`src/rtl/instr_loader_pkg.sv`:
```
// Shared definitions for the instruction loader: default store depth,
// bus widths, FSM state encoding and the NOP word returned for
// unloaded or masked reads.
package instr_loader_pkg;

  localparam int unsigned DEPTH_LOG2_DEF = 6;
  localparam int unsigned BYTE_W         = 8;
  localparam int unsigned WORD_W         = 32;
  localparam int unsigned IDX_W          = 2;

  localparam logic [WORD_W-1:0] NOP_WORD = 32'h0000_0000;

  typedef enum logic [1:0] {
    ST_LOAD = 2'd0,
    ST_RUN  = 2'd1,
    ST_ERR  = 2'd2
  } state_e;

endpackage : instr_loader_pkg

```
`src/rtl/instr_loader_pack.sv`:
```
// Little-endian byte packer for the instruction loader.
// Ports:
//   clock, reset   : clock and async active-high reset
//   byte_i         : incoming program byte
//   accept_i       : byte handshake completes this cycle
//   last_i         : accepted byte is the final program byte
//   wdata_c_o      : word assembled so far including byte_i (unfilled bytes zero)
//   wr_c_o         : word-complete strobe (fourth byte or last byte accepted)
module instr_loader_pack
  import instr_loader_pkg::*;
(
  input  logic              clock,
  input  logic              reset,
  input  logic [BYTE_W-1:0] byte_i,
  input  logic              accept_i,
  input  logic              last_i,
  output logic [WORD_W-1:0] wdata_c_o,
  output logic              wr_c_o
);

  logic [IDX_W-1:0]  idx_q,  idx_d;
  logic [WORD_W-1:0] part_q, part_d;

  // Byte index and partial word; upper bytes stay zero because the
  // partial word is cleared whenever a word is emitted.
  always_ff @(posedge clock or posedge reset) begin
    if (reset) begin
      idx_q  <= '0;
      part_q <= '0;
    end else begin
      idx_q  <= idx_d;
      part_q <= part_d;
    end
  end

  // Merge the current byte into its lane and decide whether the word is done.
  always_comb begin
    wdata_c_o = part_q | (WORD_W'(byte_i) << {idx_q, 3'b000});
    wr_c_o    = accept_i && ((idx_q == IDX_W'(3)) || last_i);
    idx_d     = idx_q;
    part_d    = part_q;
    if (accept_i) begin
      if (wr_c_o) begin
        idx_d  = '0;
        part_d = '0;
      end else begin
        idx_d  = idx_q + IDX_W'(1);
        part_d = wdata_c_o;
      end
    end
  end

endmodule : instr_loader_pack

```
`src/rtl/instr_loader.sv`:
```
// Instruction loader: receives a program as a byte stream, packs it into
// 32-bit words in a local store, then serves instruction fetches.
// Ports:
//   clock, reset : clock and async active-high reset
//   in_data      : program byte from host      in_valid : byte valid
//   in_last      : final program byte          in_ready : accepting bytes (LOAD)
//   raddr        : fetch word address          instr    : fetched word (combinational)
//   run          : program loaded              err      : program overflowed store
//   words        : number of words written
module instr_loader
  import instr_loader_pkg::*;
#(
  parameter int unsigned DEPTH_LOG2 = DEPTH_LOG2_DEF
) (
  input  logic                  clock,
  input  logic                  reset,
  input  logic [BYTE_W-1:0]     in_data,
  input  logic                  in_valid,
  input  logic                  in_last,
  output logic                  in_ready,
  input  logic [31:0]           raddr,
  output logic [WORD_W-1:0]     instr,
  output logic                  run,
  output logic                  err,
  output logic [DEPTH_LOG2:0]   words
);

  localparam int unsigned DEPTH = 1 << DEPTH_LOG2;
  localparam int unsigned CNT_W = DEPTH_LOG2 + 1;

  state_e             state_q, state_d;
  logic [CNT_W-1:0]   words_q, words_d;
  logic [WORD_W-1:0]  store [DEPTH];

  logic               accept;
  logic [WORD_W-1:0]  wdata_c;
  logic               wr_c;
  logic [DEPTH_LOG2-1:0] rd_idx;
  logic               unused_raddr;

  assign accept = in_valid && (state_q == ST_LOAD);

  instr_loader_pack u_pack (
    .clock     (clock),
    .reset     (reset),
    .byte_i    (in_data),
    .accept_i  (accept),
    .last_i    (in_last),
    .wdata_c_o (wdata_c),
    .wr_c_o    (wr_c)
  );

  // State and word count registers.
  always_ff @(posedge clock or posedge reset) begin
    if (reset) begin
      state_q <= ST_LOAD;
      words_q <= '0;
    end else begin
      state_q <= state_d;
      words_q <= words_d;
    end
  end

  // Next state: last byte wins over a full store, so a program that
  // exactly fills the store still runs.
  always_comb begin
    state_d = state_q;
    words_d = words_q;
    case (state_q)
      ST_LOAD: begin
        if (wr_c) begin
          words_d = words_q + CNT_W'(1);
        end
        if (accept && in_last) begin
          state_d = ST_RUN;
        end else if (wr_c && (words_q == CNT_W'(DEPTH - 1))) begin
          state_d = ST_ERR;
        end
      end
      ST_RUN:  state_d = ST_RUN;
      ST_ERR:  state_d = ST_ERR;
      default: state_d = ST_LOAD;
    endcase
  end

  // Store is not reset; reads beyond words are masked instead.
  always_ff @(posedge clock) begin
    if (wr_c) begin
      store[words_q[DEPTH_LOG2-1:0]] <= wdata_c;
    end
  end

  // Fetch address wraps modulo the store depth.
  assign rd_idx       = raddr[DEPTH_LOG2-1:0];
  assign unused_raddr = ^raddr[31:DEPTH_LOG2];

  always_comb begin
    instr = NOP_WORD;
    if ((state_q == ST_RUN) && ({1'b0, rd_idx} < words_q)) begin
      instr = store[rd_idx];
    end
  end

  assign in_ready = (state_q == ST_LOAD);
  assign run      = (state_q == ST_RUN);
  assign err      = (state_q == ST_ERR);
  assign words    = words_q;

endmodule : instr_loader

```
`config.mk`:
```
export PLATFORM = sky130hd
export DESIGN_NAME = instr_loader
export DESIGN_NICKNAME = d
export VERILOG_FILES = /design/src/rtl/instr_loader_pkg.sv /design/src/rtl/instr_loader_pack.sv /design/src/rtl/instr_loader.sv
export SDC_FILE = /design/constraint.sdc
export NUM_CORES = 2
export LEC_CHECK = 0
export ABC_AREA = 1
export CAP_MARGIN = 20
export CORE_ASPECT_RATIO = 0.7
export CORE_MARGIN = 4
export CORE_UTILIZATION = 55
export DETAILED_ROUTE_END_ITERATION = 8
export DONT_BUFFER_PORTS = 1
export MAX_ROUTING_LAYER = met4
export PLACE_DENSITY = 0.7
export REMOVE_ABC_BUFFERS = 1
export SLEW_MARGIN = 40
export SYNTH_ARGS = -nofsm -noshare
export SYNTH_HDL_FRONTEND = slang
export SYNTH_SLANG_ARGS = --single-unit
```
`constraint.sdc`:
```
create_clock -name clock -period 5.82 [get_ports clock]
set_input_delay 0.582 -clock clock [delete_from_list [all_inputs] [get_ports clock]]
set_output_delay 0.582 -clock clock [all_outputs]
set_load 0.01 [all_outputs]
```
After elaboration in Yosys (flattened, before gate mapping)

Memories as Yosys holds them, arrays and structs flattened.
Cells that the tools add are included.

Order comparisons: 1
Multiplexer cells: 8
Shift-type cells: 1
Reductions and logical operators: 8
Eq/ne operators: 5
Add/subtract/negate cells: 2
Bitwise operators: 1

Operators by type and width:

| kind                                                   | count |
|---|---|
| 2-to-1 mux 32 bit                                      | 2 |
| OR 32 bit                                              | 1 |
| << shifter 8 x 5 -> 32 bit                             | 1 |
| adder 7 x 1 -> 7 bit (second input constant)           | 1 |
| equality test 7 x 6 -> 1 bit (second input constant)   | 1 |
| less-than comparator 6 x 7 -> 1 bit                    | 1 |
| 2-to-1 mux 2 bit                                       | 3 |
| case mux 2 bit (3 select lines)                        | 1 |
| logical AND 1 bit                                      | 5 |
| equality test 2 bit (second input constant)            | 2 |
| inequality test 3 x 1 -> 1 bit (second input constant) | 1 |
| adder 2 x 1 -> 2 bit (second input constant)           | 1 |
| equality test 2 x 1 -> 1 bit (second input constant)   | 1 |
| logical NOT 2 bit                                      | 1 |
| 2-to-1 mux 1 bit                                       | 2 |
| AND reduction 2 bit                                    | 1 |
| logical OR 1 bit                                       | 1 |

Memories: 1
Register bits after elaboration: 43
Word-level logic and storage cells: 31
Bits of input ports: 44
RAM bits: 2048

Memory list:

| memory | words | width | read ports | clocked after Yosys merged registers in | write ports | line               | text |
|---|---|---|---|---|---|---|---|
| store  | 64    | 32    | 1          | 0                                       | 1           | instr_loader.sv:33 | `logic [WORD_W-1:0] store [DEPTH];` |

Longest topological paths before layout

Depth in word-level cells: 7
Depth in mapped cells: 13
Gate-level depth less buffers: 10

Hierarchy

Synthesis repeated with hierarchy kept, for this count alone.

Cell total of the unflattened synthesis: 7326
Area total of the unflattened synthesis: 85629.6 sq um

Modules (own cells, without submodules):

| module            | times used | area each (sq um) | cells each |
|---|---|---|---|
| instr_loader      | 1          | 83694.0           | 7044 |
| instr_loader_pack | 1          | 1935.6            | 282 |

Worst setup path before layout

No wires, ideal clock.

Path type: register -> register
Start point: reg state_q[0]
End point: mem store[7][0] (enable)
Library setup time: 0.501 ns
Arrival time: 4.393 ns
Slack: 0.926 ns
Period minus slack after synthesis: 4.894 ns
Cell stages (with the launch flop): 7
Path through: dfrtp_1 > nor2_1 > nand2_1 > nor2_2 > nand4_1 > buf_2 > nor4_1

Cells in the longest elaborated chain, start to end: 5

Ends and longest elaborated chain:

| item                                   | line                    | text |
|---|---|---|
| start, declared                        | instr_loader.sv:31      | `state_e state_q, state_d;` |
| start signal, assigned                 | instr_loader.sv:59      | `state_q <= state_d;` |
| logical NOT 2 bit                      | n/a                     |  |
| net in_ready                           | instr_loader.sv:20      | `output logic in_ready,` |
| logical AND 1 bit                      | instr_loader.sv:41      | `assign accept = in_valid && (state_q == ST_LOAD);` |
| logical AND 1 bit                      | instr_loader_pack.sv:39 | `wr_c_o = accept_i && ((idx_q == IDX_W'(3)) \|\| last_i);` |
| 2-to-1 mux 1 bit                       | instr_loader.sv:88      | `if (wr_c) begin` |
| 2-to-1 mux 1 bit (not written as such) | instr_loader.sv:89      | `store[words_q[DEPTH_LOG2-1:0]] <= wdata_c;` |
| end, declared                          | instr_loader.sv:33      |  |

The timed path passes the listed nets, and every way through them passes these cells.

Final worst setup path

Start point: in raddr[0]
End point: out instr[16]

Cells in the longest elaborated chain, start to end: 3

Ends and longest elaborated chain:

| item                                                                         | line               | text |
|---|---|---|
| start, declared                                                              | instr_loader.sv:21 | `input logic [31:0] raddr,` |
| parallel branches: the longest is 2 deep, another holds memory (64 x 32 bit) | n/a                |  |
| 2-to-1 mux 32 bit *                                                          | instr_loader.sv:99 | `if ((state_q == ST_RUN) && ({1'b0, rd_idx} < words_q)) begin` |
| end, declared                                                                | instr_loader.sv:22 | `output logic [WORD_W-1:0] instr,` |

Every way passes the cells marked *.

==> flow_metrics.py <==
metrics = {
    "final_layout": {
        "fill_cells": 11900,
        "drive_gt1_share_pct": 7.69,
        "utilization_pct": 60.8,
        "fin_nets": 7375,
        "layout_common_cells": "nand2_1, edfxtp_1, nand3_1",
        "postLayoutCellArea_mm2": 0.0944,
        "layoutNonFillerInstCount": 9566,
        "mostFrequentLayoutCell": "nand2_1",
        "area_delta_synth_final_pct": 9.85,
    },
    "clock_tree": {
        "cts_inserted_buffers": 180,
        "clk_latency_ns": 0.81,
        "cts_sinks": 2091,
        "ctsLongestPathBuffers": 3,
        "tritoncts": "built",
        "cts_root_buf": "clkbuf_16",
        "path_clk_slew_ns": 0.06,
        "h-tree-depth": 4,
        "cts_setup_buffers": 0,
    },
    "placement": {
        "port_buffers": 0,
        "gp_congestion": 0.827,
        "placed_cell_area_mm2": 0.0887,
        "dp_hpwl_mm": 115,
        "place_inst": 9230,
    },
    "hold_path": {
        "hold_class": "primary input to register",
    },
    "global_route": {
        "grt_pass1_wl_mm": 338,
        "use_met3_pct": 5.93,
        "met1_usage_pct": 40.7,
        "globalRouteMet2Util_pct": 42.4,
        "grt_max_degree": 515,
        "antenna_found_initial": 3,
        "top_usage_layer": "met2",
        "grt_overflow": 0,
        "grt_pass1_vias": 53200,
        "track_usage_pct": 28.6,
    },
    "pwr": {
        "p_leak_nw": 34.8,
        "total_power_mw": 35.2,
        "p_per_area_mw_per_mm2": 373,
        "ir_worst_vdd_mv": 0.338,
    },
    "setup_path": {
        "rrSetupSlack_ns": 1.77,
        "crit_type": "primary input to primary output",
        "cp-end-kind": "primary output",
        "path_max_fanout": 159,
        "cp.arrival_ns": 4.94,
        "cp.required_ns": 5.24,
        "start_kind": "primary input",
    },
    "logic_synthesis": {
        "avgSynthCellArea_um2": 11.6,
        "yosysSeqAreaShare_pct": 72.8,
        "ys.warnings.count": 0,
        "ys_ff_latch": 2091,
        "synthCells": 7427,
        "syn_area_mm2": 0.0860,
        "ys_types": 27,
    },
    "timing": {
        "hold_ws_ns": 0.322,
        "setup_viol": 0,
        "fin_worst_skew_ns": 0.0316,
        "worstMarginPinSlew_ns": 1.57,
        "maxSlewViolCount": 49,
        "max-slew-margin-rel_pct": -4.42,
        "period_needed_ns": 5.52,
        "rsz0062_at_grt": "false",
        "fmax_ghz": 0.181,
        "finalCritPeriodShare_pct": 94.9,
        "hold_viol": 0,
    },
    "floorplan": {
        "dieWidth_um": 481,
        "ios": 86,
        "coreArea_mm2": 0.155,
        "initial_core_util_pct": 55.3,
        "rows": 121,
        "die-area_mm2": 0.163,
        "die_height_um": 339,
    },
    "routing": {
        "via_per_inst": 5.91,
        "drc": 0,
        "postRouteAntennaNets": 0,
        "vias": 56500,
        "drt_wl_total_mm": 229,
        "drt_iter0_drc": 8398,
        "avgRoutedWirePerCell_um": 24.0,
        "first_pass_iters": 6,
    },
    "outcome": {
        "run_status": "finished with violations",
        "violations": "max-slew violations",
    },
    "flow_run": {
        "drv_cap": 0,
    },
}
-- Yosys cell counts (all sizes together) --
library cell  number  area share [%]
a21oi              8           0.047
nand4              4           0.029
nor4               1          0.0073
inv              361             1.6
a31o               1           0.010
o21ai             64            0.37
o211ai             3           0.026
edfxtp          2048              72
nor3               2           0.012
nor2             183            0.80
nand3           1876              11
clkinv             3           0.013
ha                 7            0.10
clkbuf           100            0.44
dfrtp             43             1.3
buf              370             2.4
or2               46            0.33
o22ai              2           0.015
xor2               3           0.031
nand2           2302              10
-- layer usage --
| layer | routed length (µm) | up-vias |
|---|---|---|
| met1 | 91600 | 27300 |
| met3 | 28500 | 399 |
| met5 | 0 | - |
| li1 | - | 25500 |
| met4 | 5800 | 0 |
| met2 | 103000 | 3328 |
-- power breakdown --
part | internal (mW) | switching, mW
sequential | 18.9 | 0.109
clock | 6.36 | 5.35
combinational | 0.716 | 3.86
total | 25.9 | 9.31
-- logic make-up after synthesis --
logic type | Yosys count | share of synthesized area, %
XOR/XNOR | 3 | 0.0306
AO/OA/AOI/OAI | 78 | 0.470
buffers and inverters | 834 | 4.44
AND/OR/NAND/NOR | 4414 | 22.2
adder cells (fa/ha/maj) | 7 | 0.102
flip-flops | 2091 | 72.8
-- per-stage QoR --
stage / setup WS, ns / setup TNS [ns]
2_1_floorplan: -0.644 / -19.90
3_3_place_gp: 1.22 / 0
3_5_place_dp: 0.574 / 0
4_1_cts: 0.562 / 0
5_1_grt: 0.229 / 0
6_report: 0.300 / 0
-- worst paths after layout --
check	start	to	depth (start not counted)
setup / recovery	raddr[0]	instr[16]	14
hold / removal	in_valid	u_pack.part_q[0]$_DFFE_PP0N_	3
setup reg to reg	u_pack.idx_q[1]$_DFFE_PP0N_	store[15][5]$_DFFE_PP_	7
hold reg to reg	state_q[1]$_DFFE_PP0P_	state_q[0]$_DFFE_PP0P_	1
max in group asynchronous	reset	words[5]$_DFFE_PP0P_	2
min in group asynchronous	reset	u_pack.part_q[2]$_DFFE_PP0N_	2
-- area by class of cell --
cell class,count,area (µm²),area share [%]
repair buffers,185,1990,2.11
multi-input cells,4502,20200,21.4
well taps,2091,2620,2.77
clock inverters,101,810,0.857
clock buffers,230,4830,5.11
diodes,2,5.00,0.00530
inverters,364,1410,1.49
flip-flops and latches,2091,62600,66.3
-- registers in the layout, indices dropped and copies added, names as in the netlist --
register       count
store           2048
u_pack.part_q     32
words              7
state_q            2
u_pack.idx_q       2
-- repair_timing --
item,in CTS,in global routing
hold endpoints to repair,45,0
gates resized for setup,0,0
hold buffers,2,0
endpoints found under the setup margin,0,0
-- critical path, cell delays in order --
cell and delay [ns]:
buf_16 0.39, buf_16 0.42, buf_16 0.57, inv_16 0.28, buf_16 0.32, buf_4 0.41
nand2_1 0.12, nand3_1 0.08, nand3_1 0.17, nand3_1 0.09, nand3_1 0.29, nand2_1 0.09
nor2_1 0.34, nor2_1 0.18
Note: power is estimated with default switching activity, not from simulation.
